## src/rtl/seq_alu.sv

```systemverilog
// seq_alu: RV32I/RV32M execute unit. Base ops finish in one cycle; multiply and
// divide iterate one bit per cycle and end with a sign-fixup cycle.
module seq_alu #(
  parameter int unsigned WIDTH = 32
) (
  input  logic             clk_i,
  input  logic             reset_i,
  input  logic             in_valid_i,
  output logic             in_ready_o,
  input  logic [WIDTH-1:0] a_i,
  input  logic [WIDTH-1:0] b_i,
  input  logic [4:0]       op_i,
  output logic             out_valid_o,
  input  logic             out_ready_i,
  output logic [WIDTH-1:0] result_o,
  output logic             zero_o,
  output logic             busy_o
);

  localparam int unsigned SHW = $clog2(WIDTH);
  localparam int unsigned CW  = $clog2(WIDTH + 1);

  localparam logic [4:0] OP_ADD    = 5'b00000;
  localparam logic [4:0] OP_SUB    = 5'b00001;
  localparam logic [4:0] OP_SLT    = 5'b00010;
  localparam logic [4:0] OP_OR     = 5'b00011;
  localparam logic [4:0] OP_XOR    = 5'b00100;
  localparam logic [4:0] OP_SRL    = 5'b00101;
  localparam logic [4:0] OP_SLTU   = 5'b00110;
  localparam logic [4:0] OP_SLL    = 5'b00111;
  localparam logic [4:0] OP_AND    = 5'b01000;
  localparam logic [4:0] OP_SRA    = 5'b01101;
  localparam logic [4:0] OP_MUL    = 5'b10000;
  localparam logic [4:0] OP_MULH   = 5'b10001;
  localparam logic [4:0] OP_MULHSU = 5'b10010;
  localparam logic [4:0] OP_DIV    = 5'b10100;
  localparam logic [4:0] OP_DIVU   = 5'b10101;
  localparam logic [4:0] OP_REM    = 5'b10110;
  localparam logic [4:0] OP_REMU   = 5'b10111;

  typedef enum logic [1:0] {S_IDLE, S_MUL, S_DIV, S_DONE} state_e;

  state_e           state_q, state_d;
  logic [WIDTH-1:0] hi_q, hi_d, lo_q, lo_d, opnd_q, opnd_d;
  logic [WIDTH-1:0] result_q, result_d;
  logic [4:0]       op_q, op_d;
  logic [CW-1:0]    cnt_q, cnt_d;
  logic             neg_q, neg_d, rneg_q, rneg_d;
  logic             in_ready_q, in_ready_d, out_valid_q, out_valid_d;
  logic             zero_q, zero_d, busy_q, busy_d;

  // Operand decode for the acceptance cycle
  logic             a_sgn, b_sgn, a_neg, b_neg, is_mul, is_div, div_zero, div_ovf;
  logic [WIDTH-1:0] mag_a, mag_b, quick_res;
  logic [SHW-1:0]   shamt;

  assign is_mul   = (op_i[4:2] == 3'b100);
  assign is_div   = (op_i[4:2] == 3'b101);
  assign a_sgn    = (op_i == OP_MUL) || (op_i == OP_MULH) || (op_i == OP_MULHSU) ||
                    (op_i == OP_DIV) || (op_i == OP_REM);
  assign b_sgn    = (op_i == OP_MUL) || (op_i == OP_MULH) ||
                    (op_i == OP_DIV) || (op_i == OP_REM);
  assign a_neg    = a_sgn & a_i[WIDTH-1];
  assign b_neg    = b_sgn & b_i[WIDTH-1];
  assign mag_a    = a_neg ? -a_i : a_i;
  assign mag_b    = b_neg ? -b_i : b_i;
  assign div_zero = (b_i == '0);
  assign div_ovf  = ((op_i == OP_DIV) || (op_i == OP_REM)) &&
                    (a_i == {1'b1, {(WIDTH-1){1'b0}}}) && (b_i == '1);
  assign shamt    = b_i[SHW-1:0];

  // Single-cycle results: base ops, divide special cases, undefined ops
  always_comb begin
    quick_res = '0;
    case (op_i)
      OP_ADD:  quick_res = a_i + b_i;
      OP_SUB:  quick_res = a_i - b_i;
      OP_SLT:  quick_res = {{(WIDTH-1){1'b0}}, ($signed(a_i) < $signed(b_i))};
      OP_SLTU: quick_res = {{(WIDTH-1){1'b0}}, (a_i < b_i)};
      OP_XOR:  quick_res = a_i ^ b_i;
      OP_OR:   quick_res = a_i | b_i;
      OP_AND:  quick_res = a_i & b_i;
      OP_SLL:  quick_res = a_i << shamt;
      OP_SRL:  quick_res = a_i >> shamt;
      OP_SRA:  quick_res = $signed(a_i) >>> shamt;
      OP_DIV, OP_DIVU: quick_res = div_zero ? '1 : a_i;
      OP_REM, OP_REMU: quick_res = div_zero ? a_i : '0;
      default: quick_res = '0;
    endcase
  end

  // Datapath for one multiply step, one restoring-divide step and the fixups
  logic [WIDTH:0]     mul_sum, rem_sh, rem_diff;
  logic [2*WIDTH-1:0] prod, prod_fix;
  logic [WIDTH-1:0]   quo_fix, rem_fix;

  assign mul_sum  = {1'b0, hi_q} + {1'b0, (lo_q[0] ? opnd_q : '0)};
  assign rem_sh   = {hi_q, lo_q[WIDTH-1]};
  assign rem_diff = rem_sh - {1'b0, opnd_q};
  assign prod     = {hi_q, lo_q};
  assign prod_fix = neg_q ? -prod : prod;
  assign quo_fix  = neg_q ? -lo_q : lo_q;
  assign rem_fix  = rneg_q ? -hi_q : hi_q;

  always_comb begin
    state_d     = state_q;
    hi_d        = hi_q;
    lo_d        = lo_q;
    opnd_d      = opnd_q;
    op_d        = op_q;
    cnt_d       = cnt_q;
    neg_d       = neg_q;
    rneg_d      = rneg_q;
    result_d    = result_q;
    zero_d      = zero_q;
    out_valid_d = out_valid_q;
    busy_d      = busy_q;
    case (state_q)
      S_IDLE: begin
        if (in_valid_i && in_ready_q) begin
          op_d  = op_i;
          cnt_d = '0;
          if (is_mul) begin
            state_d = S_MUL;
            hi_d    = '0;
            lo_d    = mag_b;
            opnd_d  = mag_a;
            neg_d   = a_neg ^ b_neg;
            busy_d  = 1'b1;
          end else if (is_div && !div_zero && !div_ovf) begin
            state_d = S_DIV;
            hi_d    = '0;
            lo_d    = mag_a;
            opnd_d  = mag_b;
            neg_d   = a_neg ^ b_neg;
            rneg_d  = a_neg;
            busy_d  = 1'b1;
          end else begin
            state_d     = S_DONE;
            result_d    = quick_res;
            zero_d      = (quick_res == '0);
            out_valid_d = 1'b1;
          end
        end
      end
      S_MUL: begin
        if (cnt_q == CW'(WIDTH)) begin
          state_d     = S_DONE;
          result_d    = (op_q == OP_MUL) ? prod_fix[WIDTH-1:0] : prod_fix[2*WIDTH-1:WIDTH];
          zero_d      = (result_d == '0);
          out_valid_d = 1'b1;
          busy_d      = 1'b0;
        end else begin
          {hi_d, lo_d} = {mul_sum, lo_q[WIDTH-1:1]};
          cnt_d        = cnt_q + CW'(1);
        end
      end
      S_DIV: begin
        if (cnt_q == CW'(WIDTH)) begin
          state_d     = S_DONE;
          result_d    = op_q[1] ? rem_fix : quo_fix;
          zero_d      = (result_d == '0);
          out_valid_d = 1'b1;
          busy_d      = 1'b0;
        end else begin
          if (!rem_diff[WIDTH]) begin
            hi_d = rem_diff[WIDTH-1:0];
            lo_d = {lo_q[WIDTH-2:0], 1'b1};
          end else begin
            hi_d = rem_sh[WIDTH-1:0];
            lo_d = {lo_q[WIDTH-2:0], 1'b0};
          end
          cnt_d = cnt_q + CW'(1);
        end
      end
      S_DONE: begin
        if (out_ready_i) begin
          state_d     = S_IDLE;
          out_valid_d = 1'b0;
        end
      end
      default: state_d = S_IDLE;
    endcase
    in_ready_d = (state_d == S_IDLE);
  end

  always_ff @(posedge clk_i or posedge reset_i) begin
    if (reset_i) begin
      state_q     <= S_IDLE;
      hi_q        <= '0;
      lo_q        <= '0;
      opnd_q      <= '0;
      op_q        <= '0;
      cnt_q       <= '0;
      neg_q       <= 1'b0;
      rneg_q      <= 1'b0;
      result_q    <= '0;
      zero_q      <= 1'b0;
      in_ready_q  <= 1'b1;
      out_valid_q <= 1'b0;
      busy_q      <= 1'b0;
    end else begin
      state_q     <= state_d;
      hi_q        <= hi_d;
      lo_q        <= lo_d;
      opnd_q      <= opnd_d;
      op_q        <= op_d;
      cnt_q       <= cnt_d;
      neg_q       <= neg_d;
      rneg_q      <= rneg_d;
      result_q    <= result_d;
      zero_q      <= zero_d;
      in_ready_q  <= in_ready_d;
      out_valid_q <= out_valid_d;
      busy_q      <= busy_d;
    end
  end

  assign in_ready_o  = in_ready_q;
  assign out_valid_o = out_valid_q;
  assign result_o    = result_q;
  assign zero_o      = zero_q;
  assign busy_o      = busy_q;

endmodule

```

## config.mk

```make
export PLATFORM = sky130hd
export DESIGN_NAME = seq_alu
export DESIGN_NICKNAME = d
export VERILOG_FILES = /design/src/rtl/seq_alu.sv
export SDC_FILE = /design/constraint.sdc
export NUM_CORES = 1
export LEC_CHECK = 0
export ABC_AREA = 1
export CORE_ASPECT_RATIO = 0.8
export CORE_MARGIN = 4
export CORE_UTILIZATION = 26
export DETAILED_ROUTE_END_ITERATION = 8
export SYNTH_ARGS = -nofsm -noshare
export SYNTH_HDL_FRONTEND = slang
export SYNTH_SLANG_ARGS = --single-unit
```

## constraint.sdc

```tcl
create_clock -name clk_i -period 6.1 [get_ports clk_i]
set_clock_uncertainty 0.2 [all_clocks]
set_input_delay 1.22 -clock clk_i [delete_from_list [all_inputs] [get_ports clk_i]]
set_output_delay 1.22 -clock clk_i [all_outputs]
set_load 0.01 [all_outputs]
```

Word-level counts from Yosys, hierarchy flattened
Cells that the tools add are included.

operators by class
  add/sub/neg operators = 10
  reduce and logical (&&, ||, !) cells = 35
  equality and inequality tests = 36
  bitwise operators = 7
  order comparisons = 2
  shifts and indexed selects = 3
  multiplexer cells = 61

operator list
  kind                    count
  $mux W32                27
  $pmux W32 S12           1
  $pmux W32 S3            3
  $logic_not A32 Y1       4
  $neg A32 Y32            4
  $eq A32 B32 Y1 const B  2
  $lt A32 B32 Y1          2
  $mux W64                1
  $neg A64 Y64            1
  $eq A5 B5 Y1 const B    8
  $add A32 B32 Y33        1
  $sub A33 B32 Y33        1
  $add A32 B32 Y32        1
  $and A32 B32 Y32        1
  $or A32 B32 Y32         1
  $shl A32 B5 Y32         1
  $shr A32 B5 Y32         1
  $sshr A32 B5 Y32        1
  $sub A32 B32 Y32        1
  $xor A32 B32 Y32        1
  $eq A5 B3 Y1 const B    4
  $mux W1                 18
  $ne A2 B2 Y1 const B    9
  $mux W6                 2
  31 further kinds        58

storage, ports and cells
  word-level logic and storage cells = 167
  register bits = 147
  input bits = 73

Depth between registers and ports, before layout
  depth in word-level cells = 11
  gate-level depth with buffers = 26
  mapped depth without buffers = 25

Least setup slack after synthesis
No wires, ideal clock.

  path kind = input to register
  start = input b_i[4]
  end = register zero_q, in the netlist zero_o
  data required time = 5,834 ps
  slack = 2,019 ps
  cell stages on the path = 25
  setup time = 66 ps
  data arrival time = 3,815 ps
  path through = inv_1 clkbuf_1 buf_1 ha_1 buf_2 nor2_1 nand2_1 nand3b_1 nand2_1 nand2_1 nand2_1 nand2_1 nand2_1 nand2_1 nand2_1 nor2_1 nor2_1 nand2_1 nor2_1 nand2_1 nor2_1 nand2_1 nand2_1 nand2_1 nand2_1

on the way
  cells in the longest elaborated chain, start to end = 8
  elaborated cells between the ends (all ways) = 27
  classes of those cells = 2 x add/sub; 2 x order compare; 2 x eq/ne; 3 x shift; 7 x mux; 3 x bitwise; 8 x reduce/logical

RTL lines
  what                                                      RTL line  RTL
  from (decl)                                               11        input logic [WIDTH-1:0] b_i,
  branches (longest 8 deep; another with $sub A32 B32 Y32)  -
  to (signal assigned)                                      212       zero_q <= zero_d;
  to (decl)                                                 50        logic zero_q, zero_d, busy_q, busy_d;

Parallel ways; which one is timed is not known. The select of a mux whose other input is x is not followed.
A chain may end at the register's enable or synchronous reset.

Worst setup path after layout
  start = input a_i[0]
  end = register zero_q, in the netlist zero_o

on the way
  cells in the longest elaborated chain, start to end = 7
  elaborated cells between the ends (all ways) = 25
  classes of those cells = 2 x add/sub; 2 x order compare; 2 x eq/ne; 3 x shift; 7 x mux; 3 x bitwise; 6 x reduce/logical

RTL lines
  what                                                             RTL line  RTL
  from (decl)                                                      10        input logic [WIDTH-1:0] a_i,
  $sub A32 B32 Y32 (tied with other cells)                         77        OP_SUB: quick_res = a_i - b_i;
  $pmux W32 S12 / $logic_and A1 B1 Y1 (equally long branches)      75, 68
  $logic_not A32 Y1 / $logic_and A1 B1 Y1 (equally long branches)  141, 69
  $mux W1 / $logic_not A1 Y1 (equally long branches)               130       end else if (is_div && !div_zero && !div_ovf) begin
  $mux W1 / $logic_and A1 B1 Y1 (equally long branches)            123, 130
  $mux W1 / $ne A2 B2 Y1 (equally long branches)                   -
  $pmux W1 S3 / $reduce_and A6 Y1 (equally long branches)          -

Parallel ways exist; a longest one is shown, timed or not. The select of a mux whose other input is x is not followed.

==> impl_metrics.toml <==
[clock_network]
clock_sinks = 147
cts_resized = 0
path_clk_slew_ns = 0.07
clockBufferDepth = 2
cts_setup_buffers = 0
htreeDepth = 4
cts_tree = "done"
clk_latency_ns = 0.46
ctsHoldBuffers = 0
cts_root_buffer = "clkbuf_16"
cts_buffers = 17

[sta]
fmax_mhz = 169.1
drv_slew = 0
worstMarginPinSlew_ns = 1.245
rsz0062_at_grt = "no"
slew_headroom = 0.1615
period_needed_ns = 5.912
setup-tns-final_ns = 0
min_period_over_period = 0.9692
hold_viol_final = 0
setup_viol = 0

[pwr]
p_seq_frac = 0.160
p_sw_w = 0.008404
power.density_nw_per_um2 = 421.1
clkPwrFrac = 0.085
p_leak_nw = 15.63
peakVddDrop_mv = 0.4124
p_comb_frac = 0.755
sw_frac_of_total = 0.6357
total_power_w = 0.01322
p_int_w = 0.004815

[synthesis]
synth_top_area_frac = 0.2101
synth_top_family_by_area = "simple AND/OR/NAND/NOR gates"
synth_edf_count = 0
async_reset_ff_frac = 1.000
synth.avg_cell_area_um2 = 5.435
yosysMostFrequentCell = "nand2_1"
synthXorXnorAreaFrac = 0.03837
synth_mux_area_frac = 0
synth.distinct_cells = 61
ys_ff_latch = 147
netlist_area_um2 = 27620
synthCells = 5082
yosysWarnings = 0
ys_seq_area_frac = 0.1332
ys.flop_type = "dfrtp_1"
synthTopCellsByCount = "nand2_1, nand3_1, nor2_1"
synth_top_area_cell = "nand2_1"
ys_top_cells_by_area = "nand2_1, dfrtp_1, nand3_1, nor2_1, ha_1"
postSynthNetCount = 5338
synth_compound_area_frac = 0.1784
yosys.area_share.adder = 0.08398
synthSimpleGateAreaFrac = 0.4577

[run_status]
outcome = "completed"

[detailed_routing]
dr.pass1.iters = 6
route.detailed.drc = 0
wl_per_cell_um = 27.01
viasPerCell = 5.710
drt_iter0_markers = 6249
finalWirelength_mm = 177.8
vias = 37590
ant_nets = 0

[grt]
grt.busiest_layer = "met1"
met2_usage = 0.3922
grt_pass1_wl_mm = 249.3
grt_pass1_vias = 33450
grt-ovfl-total = 0
met3_usage = 0.1121
met1_usage = 0.4733
grt_usage = 0.3067
antenna_found_initial = 7
grt_max_degree = 85

[worst_setup_path]
crit_arrival_ns = 6.11
crit_path_start_kind = "input pin"
crit_path_end_kind = "register"
reg2reg_slack_ns = 1.02
cp_max_fo = 7
required_ns = 6.29
worstReg2RegEnd = "hi_q[28]"
reg2regPathDepth = 20
crit-reg2reg-launch = "lo_q[31]"
worstSetupPathType = "in -> reg"

[cells_and_area]
drive_gt1_frac = 0.05719
final_nets = 5419
syn_to_final_growth_pct = 13.64
layout.cells.non_filler = 6584

[placed_design]
placed_cells = 6548
io_buffers = 108
hpwl_mm = 146.5
place_congestion = 1.084

[floorplanning]
fp-row-count = 106
die_area_um2 = 111600
start_util = 0.2633
die_w_um = 372.4
dieHeight_um = 299.5
core_um2 = 104900
io-pin-count = 109

[job]
maxCapViolations = 0

[hold_path]
min_from = "op_q[3]"
hold_path_depth = 2
min_to = "op_q[3]"
hp-class = "reg -> reg"
[worst max-delay path by stage]
| stage | from | endpoint | cells past startpoint |
|---|---|---|---|
| detailed placement | a_i[0] | zero_o | 23 |
| finish | a_i[0] | zero_o | 23 |
| global placement | a_i[0] | zero_o | 23 |
| floorplan | reset_i | busy_o | 1 |
| global route | a_i[0] | zero_o | 23 |
| CTS | a_i[0] | zero_o | 23 |
[cell type report]
cell class              instances  area, um^2
flip-flops and latches        147        3681
repair buffers                277        2372
fillers                     12090       73520
clock inverters                11       127.6
inverters                     534        2009
diodes                          4       10.01
multi-input cells            4186       20970
well taps                    1404        1757
clock buffers                  21       460.4
[critical path, stage by stage]
cell and delay [ns]:
clkdlybuf4s50_1 0.74, inv_1 0.34, ha_1 0.30, inv_1 0.15
fa_1 0.28, nand2_1 0.09, o21ai_0 0.41, nand2_1 0.21
nand3_1 0.25, nand2_1 0.08, nand3_1 0.08, nand2_1 0.14
nor2_1 0.42, nand2_1 0.17, nor2_1 0.36, nand2_1 0.11
nor2_1 0.10, nand2_1 0.06, nor2_1 0.23, nand2_1 0.12
nand2_1 0.09, nand2_1 0.07, nand2_1 0.08
[registers in the layout (all words and copies together), names as in the netlist]
register,flops
cnt_q,6
state_q,2
hi_q,32
out_valid_o,1
op_q,5
neg_q,1
opnd_q,32
result_o,32
busy_o,1
in_ready_o,1
zero_o,1
lo_q,32
rneg_q,1
[kinds of logic (layout without fill, tap and decap cells)]
kind of cell,count (synthesis),in the layout
xor+xnor,121,121
fa+ha+maj,183,183
compound gates,886,886
other cells,0,4
simple gates,2996,2996
buf+inv,749,843
flops,147,147
[metal layers]
metal | share of wire | vias to the layer above
met5 | 0.00027 | -
met1 | 0.46 | 17790
met4 | 0.024 | 8
li1 | - | 16890
met3 | 0.15 | 252
met2 | 0.36 | 2657
[power groups by stage]
stage	sequential, W	clock (W)	combinational [W]
after global routing	0.00213	0.00117	0.0107
after floorplan	0.00177	0	0.00611
after detailed placement	0.00206	0	0.00950
after CTS	0.00206	0.00113	0.00956
final	0.00212	0.00112	0.00998
after global placement	0.00207	0	0.00950
[through the flow]
step	instance area (um^2)	worst slack, ns	util	hold WS [ns]
after floorplan	27620	0.7303	-	0.2462
after global placement	30790	0.05643	0.2935	0.2648
after detailed placement	30790	0.1013	0.2935	0.2660
after CTS	31380	0.5503	0.2991	0.2931
after global routing	31380	0.2031	0.2991	0.3162
final	31390	0.1880	0.2992	0.2900
[placed cells by master, fill, tap and decap left out, types with 12 or more instances in the layout]
cell type	synthesis	layout
buf_4	10	166
inv_1	509	504
nor2_2	14	16
nor4_1	15	15
o21ai_0	382	382
nand3_1	643	643
o22ai_1	67	67
and2_1	12	12
a31oi_1	21	21
clkdlybuf4s50_1	0	105
o221ai_1	21	21
nor3_1	45	45
xnor2_1	12	12
nand3b_1	17	17
xor2_1	109	109
ha_1	179	178
o211ai_1	50	50
dfrtp_1	146	145
nor2_1	602	598
clkbuf_16	0	17
inv_2	23	27
a21oi_1	251	251
o21bai_1	15	15
o21ai_1	35	35
nand4_1	56	56
nand2_1	1546	1546
(Power assumes the default switching activity.)
